**src/rtl/fft_reorder_buf_pkg.sv**
```systemverilog
// Shared definitions for the digit-reversal reorder buffer: default word width,
// configuration legality check, digit-reversal helper and FSM state encodings.
package fft_reorder_buf_pkg;

    localparam int NB_DEFAULT = 16;

    typedef enum logic {W_IDLE, W_FILL}  wstate_e;
    typedef enum logic {R_IDLE, R_DRAIN} rstate_e;

    function automatic bit drev_legal(input int log2n, input int rl);
        return (rl > 0) && (log2n > 0) && (log2n <= 30) && ((log2n % rl) == 0);
    endfunction

    // Reverse the order of base-2^rl digits of k; bits inside a digit keep their order.
    function automatic int drev(input int k, input int log2n, input int rl);
        int r;
        int nd;
        int d;
        r  = 0;
        nd = log2n / rl;
        for (int i = 0; i < 31; i++) begin
            if (i < log2n) begin
                d = i / rl;
                r = r | (((k >> i) & 1) << ((nd - 1 - d) * rl + (i % rl)));
            end
        end
        return r;
    endfunction

endpackage

```
**src/rtl/fft_reorder_buf_if.sv**
```systemverilog
// Streaming sample interface of the reorder buffer; BYPASS exists only when
// FFT_REORDER_BYPASS_EN is defined.
interface fft_reorder_buf_if #(parameter int NB = 16);
    logic          START;
    logic [NB-1:0] DR;
    logic [NB-1:0] DI;
    logic [NB-1:0] OR;
    logic [NB-1:0] OI;
    logic          OSTART;
    logic          OVALID;
    logic          ERR_RESTART;
`ifdef FFT_REORDER_BYPASS_EN
    logic          BYPASS;

    modport slave  (input  START, DR, DI, BYPASS, output OR, OI, OSTART, OVALID, ERR_RESTART);
    modport master (output START, DR, DI, BYPASS, input  OR, OI, OSTART, OVALID, ERR_RESTART);
`else
    modport slave  (input  START, DR, DI, output OR, OI, OSTART, OVALID, ERR_RESTART);
    modport master (output START, DR, DI, input  OR, OI, OSTART, OVALID, ERR_RESTART);
`endif
endinterface

```
**src/rtl/fft_reorder_buf_bank_ram.sv**
```systemverilog
// Simple dual-port RAM holding both ping-pong banks; address is {bank, index},
// read data is registered.
module reorder_bank_ram #(
    parameter int W  = 32,
    parameter int AW = 6
) (
    input  logic          clk,
    input  logic          we,
    input  logic [AW-1:0] waddr,
    input  logic [W-1:0]  wdata,
    input  logic [AW-1:0] raddr,
    output logic [W-1:0]  rdata
);
    logic [W-1:0] mem [0:(1<<AW)-1];
    logic [W-1:0] rdata_q;

    always_ff @(posedge clk) begin
        if (we) mem[waddr] <= wdata;
        rdata_q <= mem[raddr];
    end

    assign rdata = rdata_q;
endmodule

```
**src/rtl/fft_reorder_buf.sv**
```systemverilog
// Ping-pong reorder buffer: digit-reversed frames in, natural-order frames out.
// Optional natural-order bypass per frame under FFT_REORDER_BYPASS_EN.
module fft_reorder_buf
    import fft_reorder_buf_pkg::*;
#(
    parameter int NB         = NB_DEFAULT,
    parameter int LOG2N      = 5,
    parameter int RADIX_LOG2 = 1
) (
    input  logic              CLK,
    input  logic              RST,
    fft_reorder_buf_if.slave  io
);
    localparam logic [LOG2N-1:0] LAST = '1;

    if (!drev_legal(LOG2N, RADIX_LOG2)) begin : g_bad_cfg
        $error("fft_reorder_buf: LOG2N must be a positive multiple of RADIX_LOG2");
    end

    wstate_e          wstate_q, wstate_d;
    rstate_e          rstate_q, rstate_d;
    logic [LOG2N-1:0] wcnt_q, wcnt_d;
    logic [LOG2N-1:0] rcnt_q, rcnt_d;
    logic             wsel_q, wsel_d;
    logic             ostart_q, ostart_d;
    logic             ovalid_q, ovalid_d;
    logic             err_q, err_d;
    logic             byp_fill_q, byp_fill_d;
    logic             byp_rd_q, byp_rd_d;
    logic             we;
    logic             fill_done;
    logic             byp_in;
    logic [LOG2N-1:0] ridx;
    logic [2*NB-1:0]  rdata;

`ifdef FFT_REORDER_BYPASS_EN
    assign byp_in = io.BYPASS;
`else
    assign byp_in = 1'b0;
`endif

    always_comb begin
        wstate_d   = wstate_q;
        rstate_d   = rstate_q;
        wcnt_d     = wcnt_q;
        rcnt_d     = rcnt_q;
        wsel_d     = wsel_q;
        byp_fill_d = byp_fill_q;
        byp_rd_d   = byp_rd_q;
        ostart_d   = 1'b0;
        err_d      = 1'b0;
        we         = 1'b0;
        fill_done  = 1'b0;

        case (wstate_q)
            W_IDLE: begin
                if (io.START) begin
                    wstate_d   = W_FILL;
                    wcnt_d     = '0;
                    byp_fill_d = byp_in;
                end
            end
            default: begin
                we = 1'b1;
                if (wcnt_q == LAST) begin
                    fill_done = 1'b1;
                    wsel_d    = ~wsel_q;
                    wcnt_d    = '0;
                    wstate_d  = io.START ? W_FILL : W_IDLE;
                    if (io.START) byp_fill_d = byp_in;
                end else if (io.START) begin
                    // Partial frame is dropped; refill the same bank from index 0.
                    wcnt_d     = '0;
                    err_d      = 1'b1;
                    byp_fill_d = byp_in;
                end else begin
                    wcnt_d = wcnt_q + 1'b1;
                end
            end
        endcase

        case (rstate_q)
            R_IDLE: begin
                if (fill_done) begin
                    rstate_d = R_DRAIN;
                    rcnt_d   = '0;
                    ostart_d = 1'b1;
                    byp_rd_d = byp_fill_q;
                end
            end
            default: begin
                rcnt_d = rcnt_q + 1'b1;
                if (rcnt_q == LAST) begin
                    if (fill_done) begin
                        ostart_d = 1'b1;
                        byp_rd_d = byp_fill_q;
                    end else begin
                        rstate_d = R_IDLE;
                    end
                end
            end
        endcase

        ovalid_d = (rstate_q == R_DRAIN);
        ridx     = byp_rd_q ? rcnt_q : LOG2N'(drev(int'(rcnt_q), LOG2N, RADIX_LOG2));
    end

    always_ff @(posedge CLK or negedge RST) begin
        if (!RST) begin
            wstate_q   <= W_IDLE;
            rstate_q   <= R_IDLE;
            wcnt_q     <= '0;
            rcnt_q     <= '0;
            wsel_q     <= 1'b0;
            ostart_q   <= 1'b0;
            ovalid_q   <= 1'b0;
            err_q      <= 1'b0;
            byp_fill_q <= 1'b0;
            byp_rd_q   <= 1'b0;
        end else begin
            wstate_q   <= wstate_d;
            rstate_q   <= rstate_d;
            wcnt_q     <= wcnt_d;
            rcnt_q     <= rcnt_d;
            wsel_q     <= wsel_d;
            ostart_q   <= ostart_d;
            ovalid_q   <= ovalid_d;
            err_q      <= err_d;
            byp_fill_q <= byp_fill_d;
            byp_rd_q   <= byp_rd_d;
        end
    end

    reorder_bank_ram #(.W(2*NB), .AW(LOG2N+1)) u_ram (
        .clk   (CLK),
        .we    (we),
        .waddr ({wsel_q, wcnt_q}),
        .wdata ({io.DR, io.DI}),
        .raddr ({~wsel_q, ridx}),
        .rdata (rdata)
    );

    // RAM read register is not reset; gating on OVALID keeps idle/reset outputs at zero.
    assign io.OR          = ovalid_q ? rdata[2*NB-1:NB] : '0;
    assign io.OI          = ovalid_q ? rdata[NB-1:0]    : '0;
    assign io.OSTART      = ostart_q;
    assign io.OVALID      = ovalid_q;
    assign io.ERR_RESTART = err_q;
endmodule
```
**src/flat_wrapper.sv**
```systemverilog
// flat-port wrapper written by rule: the top's interface ports become plain ports
module fft_reorder_buf_flat import fft_reorder_buf_pkg::*;
#(
    parameter int NB         = NB_DEFAULT,
    parameter int LOG2N      = 5,
    parameter int RADIX_LOG2 = 1
)
  (CLK, RST, io_START, io_DR, io_DI, io_OR, io_OI, io_OSTART, io_OVALID, io_ERR_RESTART);
  fft_reorder_buf_if #(.NB(NB)) io_i ();
  input  logic CLK;
  input  logic RST;
  input wire logic [$bits(io_i.START)-1:0] io_START;
  input wire logic [$bits(io_i.DR)-1:0] io_DR;
  input wire logic [$bits(io_i.DI)-1:0] io_DI;
  output wire logic [$bits(io_i.OR)-1:0] io_OR;
  output wire logic [$bits(io_i.OI)-1:0] io_OI;
  output wire logic [$bits(io_i.OSTART)-1:0] io_OSTART;
  output wire logic [$bits(io_i.OVALID)-1:0] io_OVALID;
  output wire logic [$bits(io_i.ERR_RESTART)-1:0] io_ERR_RESTART;
  assign io_i.START = io_START;
  assign io_i.DR = io_DR;
  assign io_i.DI = io_DI;
  assign io_OR = io_i.OR;
  assign io_OI = io_i.OI;
  assign io_OSTART = io_i.OSTART;
  assign io_OVALID = io_i.OVALID;
  assign io_ERR_RESTART = io_i.ERR_RESTART;
  fft_reorder_buf #(.NB(NB), .LOG2N(LOG2N), .RADIX_LOG2(RADIX_LOG2)) u_core (.CLK(CLK), .RST(RST), .io(io_i));
endmodule
```
**config.mk**
```make
export PLATFORM = sky130hd
export DESIGN_NAME = fft_reorder_buf_flat
export DESIGN_NICKNAME = d
export VERILOG_FILES = /design/src/rtl/fft_reorder_buf_pkg.sv /design/src/rtl/fft_reorder_buf_if.sv /design/src/rtl/fft_reorder_buf_bank_ram.sv /design/src/rtl/fft_reorder_buf.sv /design/src/flat_wrapper.sv
export SDC_FILE = /design/constraint.sdc
export NUM_CORES = 2
export LEC_CHECK = 0
export BUFFER_PORTS_ARGS = -buffer_cell sky130_fd_sc_hd__buf_4
export CORE_ASPECT_RATIO = 0.7
export CORE_MARGIN = 2
export CORE_UTILIZATION = 43
export CTS_BUF_LIST = sky130_fd_sc_hd__clkbuf_16
export DETAILED_ROUTE_END_ITERATION = 8
export GPL_TIMING_DRIVEN = 1
export HOLD_SLACK_MARGIN = 0.15
export MAX_ROUTING_LAYER = met4
export PLACE_DENSITY = 0.66
export SLEW_MARGIN = 10
export SYNTH_ARGS = -nofsm -noshare
export SYNTH_HDL_FRONTEND = slang
export SYNTH_SLANG_ARGS = --single-unit
```
**constraint.sdc**
```tcl
create_clock -name CLK -period 4.7 [get_ports CLK]
set_clock_uncertainty 0.2 [all_clocks]
set_input_delay 0.47 -clock CLK [delete_from_list [all_inputs] [get_ports CLK]]
set_output_delay 0.47 -clock CLK [all_outputs]
set_load 0.03 [all_outputs]
```
==> impl.org <==
** Critical path
- STA classifies the critical path startpoint as a register.
- The critical path is of the reg -> reg type.
- Arr. time, crit path :: 4740 ps
- Setup slack, reg-to-reg :: 430 ps
- Measured in cells, the most critical reg-to-reg path has a length of 9.
- Category of the worst setup path capture point :: register
- Data required time of the worst path :: 5180 ps
- In this run the worst path has a maximum fanout of 27.

** Floorplan
- During I/O placement, the number of pins put on the boundary was 70.
- The die is 520 um wide.
- Chip height :: 365 um
- The floorplan step defined a core boundary enclosing 185000 um^2.
- After floorplanning, the core was divided into 132 placement rows.
- The die covers 190000 um^2.
- The initial utilization of the core area, before any placement, comes to 0.433.

** Yosys
- Largest cells by area after synthesis :: sky130_fd_sc_hd__edfxtp_1 (77%), sky130_fd_sc_hd__mux4_2 (11%), sky130_fd_sc_hd__mux2i_1 (3.8%)
- Count of synthesis-stage warnings from yosys :: 0
- Count of cell types in the netlist :: 54
- In this run, synthesis produced a sequential element count of 2096.
- Syn avg cell area :: 21.4 um^2
- Number of synthesized flops with an enable pin :: 2048
- Area fraction of the dominant cell type after synthesis :: 0.768
- The biggest area contributor in the post-synthesis netlist is sky130_fd_sc_hd__edfxtp_1.
- Synthesis produced a netlist with a net count of 3782.
- Primary flip-flop cell chosen by synthesis mapping :: sky130_fd_sc_hd__edfxtp_1
- Sequential-to-total area share from yosys stat :: 0.781
- Cells after Synth :: 3742
- Counting flops with an async set or reset pin after synthesis yields a share of 0.00763.
- The mapped netlist covers 80100 um^2.

** Routing
- Vias per cell :: 6.21
- Number of DRC markers in iteration 0 :: 6241
- Detailed-route wire length :: 222000 um
- Number of iterations in the first detailed-routing pass :: 6
- Total via count in the routed design :: 41212
- Drt wl/cell :: 33.4 um
- The detail route stage leaves a number of antenna-violating nets equal to 0.
- DRC viols :: 0

** Global route
- In the global route stage, overall resource usage came out at 0.238.
- Pin count of the biggest net entering global routing :: 79
- Congestion Overflow GR :: 0
- The number of global-route vias before repair is 39258.
- The first global-routing pass estimated 310000 um of wire.
- Antenna violations before repair :: 10

** Clocking
- Clock net sink count :: 2096
- Cts repair resizes :: 0
- Count of hold buffers inserted by post-cts repair :: 35
- Maximum clock path buffer count :: 4
- Buffers inserted during clock tree synthesis total 189.
- Insertion delay to the later sink of the worst-skew pair :: 820 ps
- Clock-pin slew was measured on the worst setup and hold paths at 70 ps.
- The number of setup buffers added after CTS is 0.
- TritonCTS built the clock tree.
- Htree depth :: 4
- Clock tree synthesis selected as its root buffer the cell sky130_fd_sc_hd__clkbuf_16.

** Timing
- Max-slew violations :: 0
- Unrepaired setup endpoints after global routing :: false
- Final critical delay including setup and external delays :: 4270 ps
- At the pin with the least slew margin, the transition time is 1270 ps.
- Once routing completed, OpenROAD measured the worst setup slack at 435 ps.
- Setup total negative slack :: 0 ps
- Setup violations remaining at the end of the flow were counted as 0.
- For this run, the top clock speed supported by timing is 234 MHz.
- Final hold vios :: 0
- Final critical-path share of the clock period :: 0.908
- Worst slew margin relative to its limit :: 0.144

** Cells and area
- Layout cell share with drive strength beyond 1 :: 0.242
- In the layout the commonest cells are sky130_fd_sc_hd__edfxtp_1 (2048), sky130_fd_sc_hd__mux4_2 (377), sky130_fd_sc_hd__mux2i_1 (306), sky130_fd_sc_hd__buf_4 (225), sky130_fd_sc_hd__clkbuf_16 (191).
- Compared with the post-synthesis result, the final layout area differs by 13.7%.
- Commonest non-fill, non-tap cell in the layout :: sky130_fd_sc_hd__edfxtp_1
- Number of nets in the finished design :: 4044

** Run
- Number of max-cap violations :: 0

** Outcome
- Run status :: finished, final reports clean

** Placed design
- Post-placement setup slack :: 690 ps
- Summed over all nets, the half-perimeter wirelength after detailed placement is 128000 um.
- The congestion estimate from routability-driven global placement came to 0.856.
- Port Buf Inserts :: 69

** Power
- In this run the power density over the cells is 422 nW/um^2.
- Leakage power total :: 27.4 nW
- Worst IR drop on VDD :: 0.000276 V

** Worst hold path
- Classification of the worst-slack hold path :: in -> reg
- Depth of the worst hold-timing path :: 3
[where the power goes]
group          internal [mW]  switching (mW)
clock                   8.23            6.78
sequential              20.7           0.276
combinational          0.640            1.75
[metal layers]
layer / GRT usage / vias up / routed length (um)
met5: - / - / 0
met4: 0.0457 / 0 / 4170
met3: 0.0689 / 279 / 28700
li1: - / 16246 / -
met2: 0.326 / 2612 / 94400
met1: 0.356 / 22075 / 94500
[cells in the mapped netlist, drive strengths merged (3+ instances only)]
library cell  count
edfxtp         2048
mux4            377
mux2i           306
buf             123
nand2           100
clkbuf           97
nor2             84
a22oi            79
a21oi            67
o22ai            54
o21ai            45
o221ai           45
and2             34
dfxtp            32
a211oi           27
nand3            21
a22o             18
a2111oi          17
a211o            17
dfrtp            16
a221oi           15
mux2             14
a311oi           13
a32o              9
nor2b             8
o32ai             7
a31oi             6
inv               6
nand4             6
a31o              5
ha                5
nand2b            5
nand3b            5
nor3              5
o22a              5
a32oi             3
and3              3
o2111a            3
or3b              3
[area by class of cell]
cell class | count | area, um^2
clock inverter | 150 | 1130
clock buffer | 191 | 4780
fill | 14763 | 93900
tap | 2479 | 3100
sequential | 2096 | 62600
inverter | 7 | 26.3
antenna | 6 | 15.0
timing repair buffer | 291 | 2660
multi-input combinational | 1419 | 16800
[flip-flops by register name, summed over array words and instances (netlist names), 5 cells and up]
name                flops
u_core.wcnt_q           5
u_core.u_ram.rdata     32
u_core.u_ram.mem     2048
u_core.rcnt_q           5
[critical path: stages (launching register included)]
cell,delay [ps]
sky130_fd_sc_hd__dfrtp_4,650
sky130_fd_sc_hd__buf_12,290
sky130_fd_sc_hd__buf_4,230
sky130_fd_sc_hd__buf_4,230
sky130_fd_sc_hd__mux4_2,530
sky130_fd_sc_hd__mux2i_1,580
sky130_fd_sc_hd__nor3_1,100
sky130_fd_sc_hd__o21ai_0,940
sky130_fd_sc_hd__buf_4,260
sky130_fd_sc_hd__o21ai_1,70
[cell families after synthesis]
family / Yosys count / synth area share
and+or+nand+nor: 279 / 0.0159
AOI/OAI and AO/OA: 437 / 0.0398
DFF: 2096 / 0.781
adders and majority gates: 5 / 0.000781
buffers and inverters: 227 / 0.0168
xor gates and xnor gates: 1 / 0.000109
muxes: 697 / 0.146
[path summary, 6_finish.rpt]
kind / from / to
worst min register to register: u_core.ovalid_d / u_core.io.OVALID
worst max register to register: u_core.rcnt_q[4] / u_core.u_ram.rdata[29]
worst min-delay path: io_START / u_core.wcnt_q[1]
min in group asynchronous: RST / u_core.io.OSTART
max in group asynchronous: RST / u_core.wsel_q
worst max-delay path: u_core.rcnt_q[4] / u_core.u_ram.rdata[29]
[metrics by stage]
| stage | cell area [um^2] | std cells | power [mW] | utilization | hold WS [ps] |
|---|---|---|---|---|---|
| after floorplan | 80100 | 3742 | 22.1 | - | -25.6 |
| final | 91100 | 6639 | 38.4 | 0.492 | 311 |
| after detailed placement | 84800 | 6255 | 23.7 | 0.458 | 172 |
| after CTS | 91000 | 6631 | 38.5 | 0.492 | 254 |
| after global routing | 91100 | 6636 | 39.4 | 0.492 | 279 |
| after global placement | 84700 | 6253 | 23.7 | 0.458 | 170 |
No activity file was read; power rests on OpenSTA's default activity.
